--- config.mk ---
export PLATFORM = sky130hd
export DESIGN_NAME = qr_sram_rd_arb_flat
export DESIGN_NICKNAME = d
export VERILOG_FILES = /design/src/rtl/qr_sram_rd_arb_if.sv /design/src/rtl/qr_sram_rd_arb.sv /design/src/flat_wrapper.sv
export SDC_FILE = /design/constraint.sdc
export NUM_CORES = 1
export LEC_CHECK = 0
export BUFFER_PORTS_ARGS = -buffer_cell sky130_fd_sc_hd__buf_4
export CAP_MARGIN = 25
export CORE_MARGIN = 2
export CORE_UTILIZATION = 48
export DETAILED_ROUTE_END_ITERATION = 10
export PLACE_DENSITY = 0.8
export SLEW_MARGIN = 20
export SYNTH_ARGS = -nofsm -noshare
export SYNTH_HDL_FRONTEND = slang
export SYNTH_SLANG_ARGS = --single-unit
--- constraint.sdc ---
create_clock -name clk -period 4.1 [get_ports clk]
set_input_delay 1.23 -clock clk [delete_from_list [all_inputs] [get_ports clk]]
set_output_delay 1.23 -clock clk [all_outputs]
set_load 0.03 [all_outputs]
--- src/rtl/qr_sram_rd_arb_if.sv ---
// Read-port bundle between the two pixel-SRAM requesters, the arbiter and the SRAM.
// Handshake: req_x is "valid", gnt_x is "ready"; an address transfers on req_x && gnt_x,
// and the requester holds req_x/addr_x stable until it sees gnt_x.
interface qr_sram_rd_arb_if #(
    parameter int AW = 8,
    parameter int DW = 4
);
    logic          req0;
    logic          lock0;
    logic [AW-1:0] addr0;
    logic          gnt0;
    logic          rvalid0;
    logic [DW-1:0] rdata0;

    logic          req1;
    logic          lock1;
    logic [AW-1:0] addr1;
    logic          gnt1;
    logic          rvalid1;
    logic [DW-1:0] rdata1;

    logic          sram_ren;
    logic [AW-1:0] sram_raddr;
    logic [DW-1:0] sram_rdata;
    logic          busy;

    modport master (
        output req0, lock0, addr0, req1, lock1, addr1, sram_rdata,
        input  gnt0, rvalid0, rdata0, gnt1, rvalid1, rdata1,
        input  sram_ren, sram_raddr, busy
    );

    modport slave (
        input  req0, lock0, addr0, req1, lock1, addr1, sram_rdata,
        output gnt0, rvalid0, rdata0, gnt1, rvalid1, rdata1,
        output sram_ren, sram_raddr, busy
    );
endinterface

--- src/rtl/qr_sram_rd_arb.sv ---
// Round-robin read-port arbiter for the pixel SRAM with burst lock and a bounded hold,
// steering the one-cycle-latency read data back to the requester that issued the address.
module qr_sram_rd_arb #(
    parameter int MAX_HOLD = 8,
    parameter int AW       = 8,
    parameter int DW       = 4
) (
    input  logic             clk,
    input  logic             rst,
    qr_sram_rd_arb_if.slave  bus,
    output logic [1:0]       dbg_state,
    output logic [3:0]       dbg_hold_cnt
);
    typedef enum logic [1:0] {
        IDLE = 2'd0,
        OWN0 = 2'd1,
        OWN1 = 2'd2
    } state_t;

    localparam logic [3:0] MAX_HOLD_C = 4'(MAX_HOLD);

    state_t        state;
    logic          last_owner;
    logic [3:0]    hold_cnt;
    logic          rvalid0_q;
    logic          rvalid1_q;
    logic [AW-1:0] raddr_q;

    logic          gnt0_c;
    logic          gnt1_c;
    logic          hold_ok;

    // Lock rules first, then round-robin on contention, then a lone request.
    always_comb begin
        gnt0_c  = 1'b0;
        gnt1_c  = 1'b0;
        hold_ok = (hold_cnt < MAX_HOLD_C);
        if (rst) begin
            gnt0_c = 1'b0;
            gnt1_c = 1'b0;
        end else if (state == OWN0 && bus.req0 && bus.lock0 && (!bus.req1 || hold_ok)) begin
            gnt0_c = 1'b1;
        end else if (state == OWN1 && bus.req1 && bus.lock1 && (!bus.req0 || hold_ok)) begin
            gnt1_c = 1'b1;
        end else if (bus.req0 && bus.req1) begin
            if (last_owner) gnt0_c = 1'b1;
            else            gnt1_c = 1'b1;
        end else if (bus.req0) begin
            gnt0_c = 1'b1;
        end else if (bus.req1) begin
            gnt1_c = 1'b1;
        end
    end

    assign bus.gnt0       = gnt0_c;
    assign bus.gnt1       = gnt1_c;
    assign bus.sram_ren   = gnt0_c | gnt1_c;
    assign bus.sram_raddr = gnt0_c ? bus.addr0 : (gnt1_c ? bus.addr1 : raddr_q);
    assign bus.rvalid0    = rvalid0_q;
    assign bus.rvalid1    = rvalid1_q;
    assign bus.rdata0     = rvalid0_q ? bus.sram_rdata : '0;
    assign bus.rdata1     = rvalid1_q ? bus.sram_rdata : '0;
    assign bus.busy       = (state != IDLE);
    assign dbg_state      = state;
    assign dbg_hold_cnt   = hold_cnt;

    always_ff @(posedge clk) begin
        if (rst) begin
            state      <= IDLE;
            last_owner <= 1'b1;
            hold_cnt   <= 4'd0;
            rvalid0_q  <= 1'b0;
            rvalid1_q  <= 1'b0;
            raddr_q    <= '0;
        end else begin
            rvalid0_q <= gnt0_c;
            rvalid1_q <= gnt1_c;
            if (gnt0_c) begin
                state      <= OWN0;
                last_owner <= 1'b0;
                raddr_q    <= bus.addr0;
                if (state == OWN0)
                    hold_cnt <= (hold_cnt >= MAX_HOLD_C) ? MAX_HOLD_C : hold_cnt + 4'd1;
                else
                    hold_cnt <= 4'd1;
            end else if (gnt1_c) begin
                state      <= OWN1;
                last_owner <= 1'b1;
                raddr_q    <= bus.addr1;
                if (state == OWN1)
                    hold_cnt <= (hold_cnt >= MAX_HOLD_C) ? MAX_HOLD_C : hold_cnt + 4'd1;
                else
                    hold_cnt <= 4'd1;
            end else begin
                state    <= IDLE;
                hold_cnt <= 4'd0;
            end
        end
    end
endmodule
--- src/flat_wrapper.sv ---
// flat-port wrapper written by rule: the top's interface ports become plain ports
module qr_sram_rd_arb_flat 
#(
    parameter int MAX_HOLD = 8,
    parameter int AW       = 8,
    parameter int DW       = 4
)
  (clk, rst, dbg_state, dbg_hold_cnt, bus_req0, bus_lock0, bus_addr0, bus_req1, bus_lock1, bus_addr1, bus_sram_rdata, bus_gnt0, bus_rvalid0, bus_rdata0, bus_gnt1, bus_rvalid1, bus_rdata1, bus_sram_ren, bus_sram_raddr, bus_busy);
  qr_sram_rd_arb_if #(.AW(AW), .DW(DW)) bus_i ();
  input  logic clk;
  input  logic rst;
  output logic [1:0] dbg_state;
  output logic [3:0] dbg_hold_cnt;
  input wire logic [$bits(bus_i.req0)-1:0] bus_req0;
  input wire logic [$bits(bus_i.lock0)-1:0] bus_lock0;
  input wire logic [$bits(bus_i.addr0)-1:0] bus_addr0;
  input wire logic [$bits(bus_i.req1)-1:0] bus_req1;
  input wire logic [$bits(bus_i.lock1)-1:0] bus_lock1;
  input wire logic [$bits(bus_i.addr1)-1:0] bus_addr1;
  input wire logic [$bits(bus_i.sram_rdata)-1:0] bus_sram_rdata;
  output wire logic [$bits(bus_i.gnt0)-1:0] bus_gnt0;
  output wire logic [$bits(bus_i.rvalid0)-1:0] bus_rvalid0;
  output wire logic [$bits(bus_i.rdata0)-1:0] bus_rdata0;
  output wire logic [$bits(bus_i.gnt1)-1:0] bus_gnt1;
  output wire logic [$bits(bus_i.rvalid1)-1:0] bus_rvalid1;
  output wire logic [$bits(bus_i.rdata1)-1:0] bus_rdata1;
  output wire logic [$bits(bus_i.sram_ren)-1:0] bus_sram_ren;
  output wire logic [$bits(bus_i.sram_raddr)-1:0] bus_sram_raddr;
  output wire logic [$bits(bus_i.busy)-1:0] bus_busy;
  assign bus_i.req0 = bus_req0;
  assign bus_i.lock0 = bus_lock0;
  assign bus_i.addr0 = bus_addr0;
  assign bus_i.req1 = bus_req1;
  assign bus_i.lock1 = bus_lock1;
  assign bus_i.addr1 = bus_addr1;
  assign bus_i.sram_rdata = bus_sram_rdata;
  assign bus_gnt0 = bus_i.gnt0;
  assign bus_rvalid0 = bus_i.rvalid0;
  assign bus_rdata0 = bus_i.rdata0;
  assign bus_gnt1 = bus_i.gnt1;
  assign bus_rvalid1 = bus_i.rvalid1;
  assign bus_rdata1 = bus_i.rdata1;
  assign bus_sram_ren = bus_i.sram_ren;
  assign bus_sram_raddr = bus_i.sram_raddr;
  assign bus_busy = bus_i.busy;
  qr_sram_rd_arb #(.MAX_HOLD(MAX_HOLD), .AW(AW), .DW(DW)) u_core (.clk(clk), .rst(rst), .bus(bus_i), .dbg_state(dbg_state), .dbg_hold_cnt(dbg_hold_cnt));
endmodule
* Word level (Yosys, flattened, before mapping)
Cells that the tools add are included.
** Storage, ports and cells
- Input bits :: 26
- Register bits after elaboration :: 17
- Output and inout bits :: 28
- Logic and storage cells :: 53
** Operators by class
- $lt $le $gt $ge :: 2
- Reduce and logical (&&, ||, !) cells :: 14
- Bitwise logic cells :: 1
- $add $sub $neg :: 1
- Mux-type cells :: 26
- Equality and inequality tests :: 2
** Operators by type and width (count)
- 4-bit 2-to-1 mux :: 7
- 1-bit 2-to-1 mux :: 16
- 8-bit 2-to-1 mux :: 2
- 1-bit logical AND :: 7
- 4-bit by 1-bit adder with 4-bit output (second input constant) :: 1
- 4-bit >= comparator (second input constant) :: 1
- 4-bit < comparator (second input constant) :: 1
- 2-bit nonzero test :: 2
- 2-bit by 1-bit == test with 1-bit output (second input constant) :: 1
- 2-bit == test (second input constant) :: 1
- 1-bit logical NOT :: 2
- 1-bit logical OR :: 2
- 2-bit 2-to-1 mux :: 1
- 2-bit OR reduction :: 1
- 1-bit OR :: 1

* Longest topological paths before layout
Gate-level depths: netlist of the first run.
- Word-level depth :: 9
- Gate-level depth with buffers :: 7
- Depth with buffers taken out :: 4

* Worst setup path before layout of the first run
Ideal clock, no wire load.
- Kind :: input-to-output
- Start :: in bus_req0
- End :: out bus_sram_raddr[0]
- Required time :: 2870 ps
- Arrival :: 2456 ps
- Buffers on the path :: 2
- Path slack :: 414 ps
- Stages on the path :: 6
- Cell sequence :: and4b_1 > nand2_1 > a21o_1 > buf_4 > buf_4 > a31oi_1
** On the way
- Word-level cells in the longest chain between the ends :: 8
- Elaborated cells on any way between the ends :: 19
- Those cells by class :: 12 x mux; 7 x reduce/logical
** RTL lines
- start, declared :: line flat_wrapper.sv:14 : input wire logic [$bits(bus_i.req0)-1:0] bus_req0;
- 1-bit logical NOT :: line qr_sram_rd_arb.sv:43 : end else if (state == OWN1 && bus.req1 && bus.lock1 && (!bus.req0 || hold_ok)) begin
- 1-bit logical OR :: line qr_sram_rd_arb.sv:43
- 1-bit logical AND :: line qr_sram_rd_arb.sv:43
- 1-bit 2-to-1 mux :: line qr_sram_rd_arb.sv:43
- 1-bit 2-to-1 mux :: line qr_sram_rd_arb.sv:41 : end else if (state == OWN0 && bus.req0 && bus.lock0 && (!bus.req1 || hold_ok)) begin
- 1-bit 2-to-1 mux :: line qr_sram_rd_arb.sv:38 : if (rst) begin
- 8-bit 2-to-1 mux
- 8-bit 2-to-1 mux (*)
- end, declared :: line flat_wrapper.sv:28 : output wire logic [$bits(bus_i.sram_raddr)-1:0] bus_sram_raddr;
Mark *: on every way between the ends. The rest lies on a longest branch, timed or not.

* Worst setup path in the final report of the first run
- Start :: in bus_req1
- End :: out bus_sram_raddr[6]
** On the way
- Word-level cells in the longest chain between the ends :: 8
- Elaborated cells on any way between the ends :: 19
- Those cells by class :: 12 x mux; 7 x reduce/logical
** RTL lines
- start, declared :: line flat_wrapper.sv:17 : input wire logic [$bits(bus_i.req1)-1:0] bus_req1;
- 1-bit 2-to-1 mux / 1-bit logical AND (equally long branches) :: line qr_sram_rd_arb.sv:50, qr_sram_rd_arb.sv:43
- 1-bit 2-to-1 mux / 1-bit logical AND (equally long branches) :: line qr_sram_rd_arb.sv:48, qr_sram_rd_arb.sv:43
- 1-bit 2-to-1 mux / 1-bit logical AND (equally long branches) :: line qr_sram_rd_arb.sv:45, qr_sram_rd_arb.sv:43
- 1-bit 2-to-1 mux :: line qr_sram_rd_arb.sv:43
- 1-bit 2-to-1 mux :: line qr_sram_rd_arb.sv:41
- 1-bit 2-to-1 mux :: line qr_sram_rd_arb.sv:38
- 8-bit 2-to-1 mux
- 8-bit 2-to-1 mux (*)
Marked as above.

==> results of run 1 <==
metal layers:
layer,vias up,part of all wire [%],GRT usage [%],wire [um]
li1,564,-,-,-
met1,544,43,30.6,1280
met2,44,50,45.6,1500
met3,4,6.2,3.87,186
met4,0,1.5,10.8,44
met5,-,0,0,0
cells in the mapped netlist (2+ instances only):
cell type / number
o21ai_0: 3
buf_4: 4
and4b_1: 2
ha_1: 2
a21o_1: 2
o21ai_1: 6
dfxtp_1: 16
a21oi_1: 3
nor2_1: 4
a211oi_1: 9
nand4_1: 8
buf_6: 3
and2_1: 4
a31oi_1: 9
and2_2: 4
nand2_1: 5
a311oi_1: 8
buf_2: 4
nand4b_1: 2
inv_1: 6
where the power goes:
group / switching [uW] / leakage (uW) / internal (uW) / total (uW)
sequential: 7.72 / 0.000132 / 167 / 174
combinational: 97.9 / 0.000486 / 68.8 / 167
clock: 56.1 / 0.0000210 / 54.2 / 110
cell type report:
class,instances,area (um^2)
Fill cell,158,533
Clock buffer,4,36.3
Timing Repair Buffer,59,443
Inverter,7,26.3
Sequential cell,16,320
Tap cell,27,33.8
Multi-Input combinational cell,84,589
worst max-delay path by stage:
stage | slack (ns) | cells after the start | to
2_1_floorplan | 0.41 | 6 | bus_sram_raddr[0]
3_3_place_gp | 0.37 | 6 | bus_sram_raddr[0]
3_5_place_dp | 0.31 | 6 | bus_sram_raddr[6]
4_1_cts | 0.31 | 6 | bus_sram_raddr[6]
5_1_grt | 0.16 | 6 | bus_sram_raddr[7]
6_report | 0.30 | 6 | bus_sram_raddr[6]
per-stage QoR:
stage	worst slack, ns	hold WS, ns	std cells
floorplan	0.414	0.504	120
global placement	0.365	0.518	193
detailed placement	0.312	0.534	193
CTS	0.309	0.551	197
global route	0.155	0.589	197
finish	0.297	0.550	197
sequential cells by signal, indices dropped and copies added (netlist names):
| name | flops |
|---|---|
| u_core.bus.rvalid0 | 1 |
| u_core.bus.rvalid1 | 1 |
| u_core.dbg_hold_cnt | 4 |
| u_core.dbg_state | 1 |
| u_core.last_owner | 1 |
| u_core.raddr_q | 8 |
logic make-up after synthesis:
group	count (synthesis)	synth area share (%)
AOI/OAI and AO/OA	48	34.2
and+or+nand+nor	33	19.8
xor gates and xnor gates	1	0.852
buffers and inverters	20	11.6
DFF	16	31.1
adders and majority gates	2	2.43
critical path: stages:
cell	delay, ns
buf_4	0.12
and4b_1	0.24
a22o_1	0.38
nand4_1	0.19
a31oi_1	0.22
buf_4	0.19
==> summary.md, run 1 <==
| Metric | Value |
|---|---|
| Status | `completed` |
| WL per Instance | `15.3 um` |
| Std cell rows | `16` |
| Type of origin of the critical path | `primary input` |
| CP Max Fanout | `9` |
| Peak Freq | `263 MHz` |
| Drt drc | `0` |
| DRT iter0 DRCs | `29` |
| Peak supply drop | `254 uV` |
| Post-CTS setup buffer count | `0` |
| Yosys warns | `0` |
| GPL Wtd Cong | `0.786` |
| PortBufs | `between 50 and 60` |
| Cts hold-fix bufs | `0` |
| Die area | `2530 um^2` |
| CTS resizes | `0` |
| FFs w/ async S/R, synth | `0%` |
| Syn_area_per_cell | `8.57 um^2` |
| Clk_skew | `0.0149 ns` |
| Number of vias per cell | `5.87` |
| Reg2Reg Depth | `5` |
| Fin. Hold Viols | `0` |
| Hold WC Path Type | `flip-flop to flip-flop` |
| Largest net degree at the start of global routing | `23` |
| Max cap viols | `0` |
| Root buffer cell | `clkbuf_4` |
| Vias | `1156` |
| GRT Total Usage | `between 20% and 30%` |
| Reg2reg start | `u_core.bus.rvalid0` |
| Fin nets | `199` |
| Cells after synthesis | `120` |
| Final Max Slew Viols | `0` |
| Post-synthesis cell type count | `36` |
| Setup violations, final | `0` |
| Crit Path Class | `primary input to output pin` |
| Clk_lat worst skew | `0.30 ns` |
| DRT antenna net count | `0` |
| First-pass GRT wire length | `5.04 mm` |
| Antenna diode count | `0` |
| Synth-to-layout area growth | `40.9%` |
| Ratio of cells with drive above 1 in the final layout | `between 40% and 50%` |
| Syn_nets | `roughly 150` |
| #FFs+latches synth | `16` |
| Critical Path Source | `bus_req1` |
| Period minus WS final | `roughly 3.8 ns` |
| Number of global-route vias before repair | `1135` |
| H-tree depth | `1` |
| Reg2Reg Capture Point | `u_core.dbg_hold_cnt[2]` |
| Initial antenna violation count | `0` |
| Dpl hpwl | `2.13 mm` |
| Top cell type's share of synthesized area | `a little under a third` |
| Most frequent cells in the layout | `buf_4, dfxtp_1, a211oi_1, a31oi_1` |
| CTS tree | `done` |
| Commonest non-fill, non-tap cell in the layout | `buf_4` |
| Period utilisation layout | `slightly above 90%` |
| HP Start | `u_core.raddr_q[2]` |
| Drt total wl | `3.02 mm` |
| Lkg Pwr | `0.000639 uW` |
| Worst EP required | `between 2 and 3 ns` |
| Top_reg_cell synth | `dfxtp_1` |
| RSZ-0062 raised after global routing | `false` |
| Num CTS Buffers | `3` |
| Max Root-Sink Buffers | `2` |
| DR pass1 iterations | `4` |
| Fin util | `73.1%` |
| Final TNS setup | `0 ns` |
| Clock net sink count | `16` |
| Initial Utilization | `around 52%` |
| Power Density | `311 nW/um^2` |
| Mapped Area | `1030 um^2` |
| Finished Cell Area | `1450 um^2` |
| WHS Endpoint | `u_core.raddr_q[2]` |
| Post-DP Area | `1410 um^2` |
| Worst Hold Path Cells | `2` |
| Max_slew headroom | `around three quarters` |
| Core footprint | `around 2000 um^2` |
| Sequential share of the synthesized area | `31.1%` |
| Crit path DAT | `2.57 ns` |
| Total I/O pin count | `54` |
| Die W | `50.3 um` |
| Gr ovfl total | `0` |
| Worst slew pin tran | `0.359 ns` |
| Reg clk slew, reported paths | `0.09 ns` |
| Die Y | `50.3 um` |
| Post-synth EDFFs | `0` |
| Area contributors post-synth | `dfxtp_1, a311oi_1, a211oi_1, a31oi_1, nand4_1` |
| Largest area contributor in the netlist | `dfxtp_1` |
| R2R Setup Slk | `2.38 ns` |
| Setup crit end kind | `output pin` |
| Final Power | `451 uW` |
Note: power is estimated with default switching activity, not from simulation.
==> inputs of run 2 (changes only) <==
- CELL_PAD_IN_SITES_DETAIL_PLACEMENT: not set -> 0
- CELL_PAD_IN_SITES_GLOBAL_PLACEMENT: not set -> 1
- CORE_UTILIZATION: 48 -> 33
- PLACE_DENSITY: 0.8 -> 0.79
==> summary.md, run 2 (synthesized netlist as in run 1, its figures left out) <==
| Metric | Value |
|---|---|
| Max Root-Sink Buffers | `2 (unchanged)` |
| Number of global-route vias before repair | `1073 (-5.5%)` |
| RSZ-0062 raised after global routing | `false` |
| Lkg Pwr | `0.000630 uW (-1.4%)` |
| Max_slew headroom | `72.3% (-3.1 points)` |
| Peak supply drop | `116 uV (-54%)` |
| Clk_lat worst skew | `0.28 ns (-0.02 ns)` |
| Vias | `1125 (-2.7%)` |
| Crit path DAT | `2.57 ns (about the same)` |
| Final TNS setup | `0 ns (unchanged)` |
| Drt drc | `0 (unchanged)` |
| Setup crit end kind | `output pin` |
| WL per Instance | `14.4 um (-6.2%)` |
| Status | `completed` |
| Reg clk slew, reported paths | `0.10 ns (about the same)` |
| GPL Wtd Cong | `0.793 (+0.86%)` |
| Core footprint | `3000 um^2 (+52%)` |
| Fin util | `48.0% (-25 points)` |
| CTS resizes | `0 (unchanged)` |
| Fin. Hold Viols | `0 (unchanged)` |
| Die Y | `59.8 um (+19%)` |
| Ratio of cells with drive above 1 in the final layout | `41.7% (-0.69 points)` |
| Setup violations, final | `0 (unchanged)` |
| Gr ovfl total | `0 (unchanged)` |
| Crit Path Class | `primary input to output pin` |
| Hold WC Path Type | `flip-flop to flip-flop` |
| Period utilisation layout | `92.8% (about the same)` |
| Critical Path Source | `bus_req1` |
| GRT Total Usage | `17.0% (-8.7 points)` |
| Reg2reg start | `u_core.bus.rvalid0` |
| Final Max Slew Viols | `0 (unchanged)` |
| DR pass1 iterations | `4 (unchanged)` |
| Final Power | `443 uW (-1.8%)` |
| DRT antenna net count | `0 (unchanged)` |
| Clock net sink count | `16 (unchanged)` |
| Period minus WS final | `3.80 ns (+0.00187 ns)` |
| Die W | `59.8 um (+19%)` |
| Worst EP required | `2.87 ns (about the same)` |
| CTS tree | `done` |
| Drt total wl | `2.89 mm (-4.3%)` |
| Total I/O pin count | `54 (unchanged)` |
| Most flop-heavy register | `u_core.raddr_q` |
| Synth-to-layout area growth | `40.1%` |
| PortBufs | `53 (unchanged)` |
| Initial antenna violation count | `0 (unchanged)` |
| Std cell rows | `20 (+4)` |
| Type of origin of the critical path | `primary input` |
| Max FFs per register | `8 (unchanged)` |
| Antenna diode count | `0 (unchanged)` |
| Filler cells | `305 (+93%)` |
| Worst slew pin tran | `0.415 ns (+0.0561 ns)` |
| Dpl hpwl | `2.10 mm (-1.3%)` |
| Peak Freq | `263 MHz (about the same)` |
| Cts hold-fix bufs | `0 (unchanged)` |
| Clk_skew | `0.00172 ns (-0.0132 ns)` |
| Number of vias per cell | `5.60 (-4.6%)` |
| Initial Utilization | `34.2% (-18 points)` |
| H-tree depth | `1 (unchanged)` |
| CP Max Fanout | `9 (unchanged)` |
| Post-Layout Cell Count | `201 (+2.0%)` |
| Die area | `3580 um^2 (+42%)` |
| Power Density | `308 nW/um^2 (-1.2%)` |
| Post-CTS setup buffer count | `0 (unchanged)` |
| Root buffer cell | `clkbuf_4` |
| HP Start | `u_core.raddr_q[0]` |
| Largest net degree at the start of global routing | `23 (unchanged)` |
| Most frequent cells in the layout | `buf_4, dfxtp_1, a211oi_1, a31oi_1` |
| Num CTS Buffers | `3 (unchanged)` |
| Commonest non-fill, non-tap cell in the layout | `buf_4` |
| Fin nets | `197 (-1.0%)` |
| DRT iter0 DRCs | `61 (+110%)` |
| Placed Cells | `197 (+2.1%)` |
| First-pass GRT wire length | `4.69 mm (-7.1%)` |
| Max cap viols | `0 (unchanged)` |
-- run 2: cell types whose count changed in the layout (fill, tap and decap cells not counted) --
cell,previous run,this run
buf_4,59,57
-- run 2: worst paths after layout --
kind	endpoint	slack, ns	depth (start not counted)
worst max-delay path	bus_sram_raddr[1]	0.30	6
worst min-delay path	u_core.raddr_q[0]	0.54	2
worst max register to register	u_core.raddr_q[1]	2.35	4
worst min register to register	u_core.raddr_q[0]	0.54	2
-- run 2: through the flow --
stage	hold WS, ns	area, um^2	setup slack [ns]
final	0.543	1440	0.295
after global routing	0.580	1440	0.191
after CTS	0.547	1440	0.301
after detailed placement	0.532	1410	0.282
after global placement	0.522	1410	0.355
after floorplan	0.504	1030	0.414
-- run 2: final cells by class --
type | instances | area, um^2 | area share (%)
clock buffers | 4 | 36.3 | 2.52
inverters | 7 | 26.3 | 1.82
multi-input cells | 84 | 589 | 40.9
flip-flops and latches | 16 | 320 | 22.2
well taps | 33 | 41.3 | 2.86
repair buffers | 57 | 428 | 29.7
-- run 2: per-layer routing --
metal / track usage [%] / routed length, um
met2: 28.7 / 1320
met1: 21.6 / 1390
met5: 0 / 0
met3: 3.03 / 164
met4: 6.03 / 18
-- run 2: worst max-delay path, cell delays in order --
cell	delay [ns]
buf_4	0.12
and4b_1	0.24
a22o_1	0.41
nand4_1	0.18
a31oi_1	0.20
buf_4	0.18
-- run 2: report_power, final --
group          leakage [uW]  switching [uW]  total, uW  internal, uW
sequential         0.000132            7.41        174           166
combinational      0.000477            96.6        164          67.6
clock             0.0000210            51.0        105          54.1
total              0.000630             155        443           288
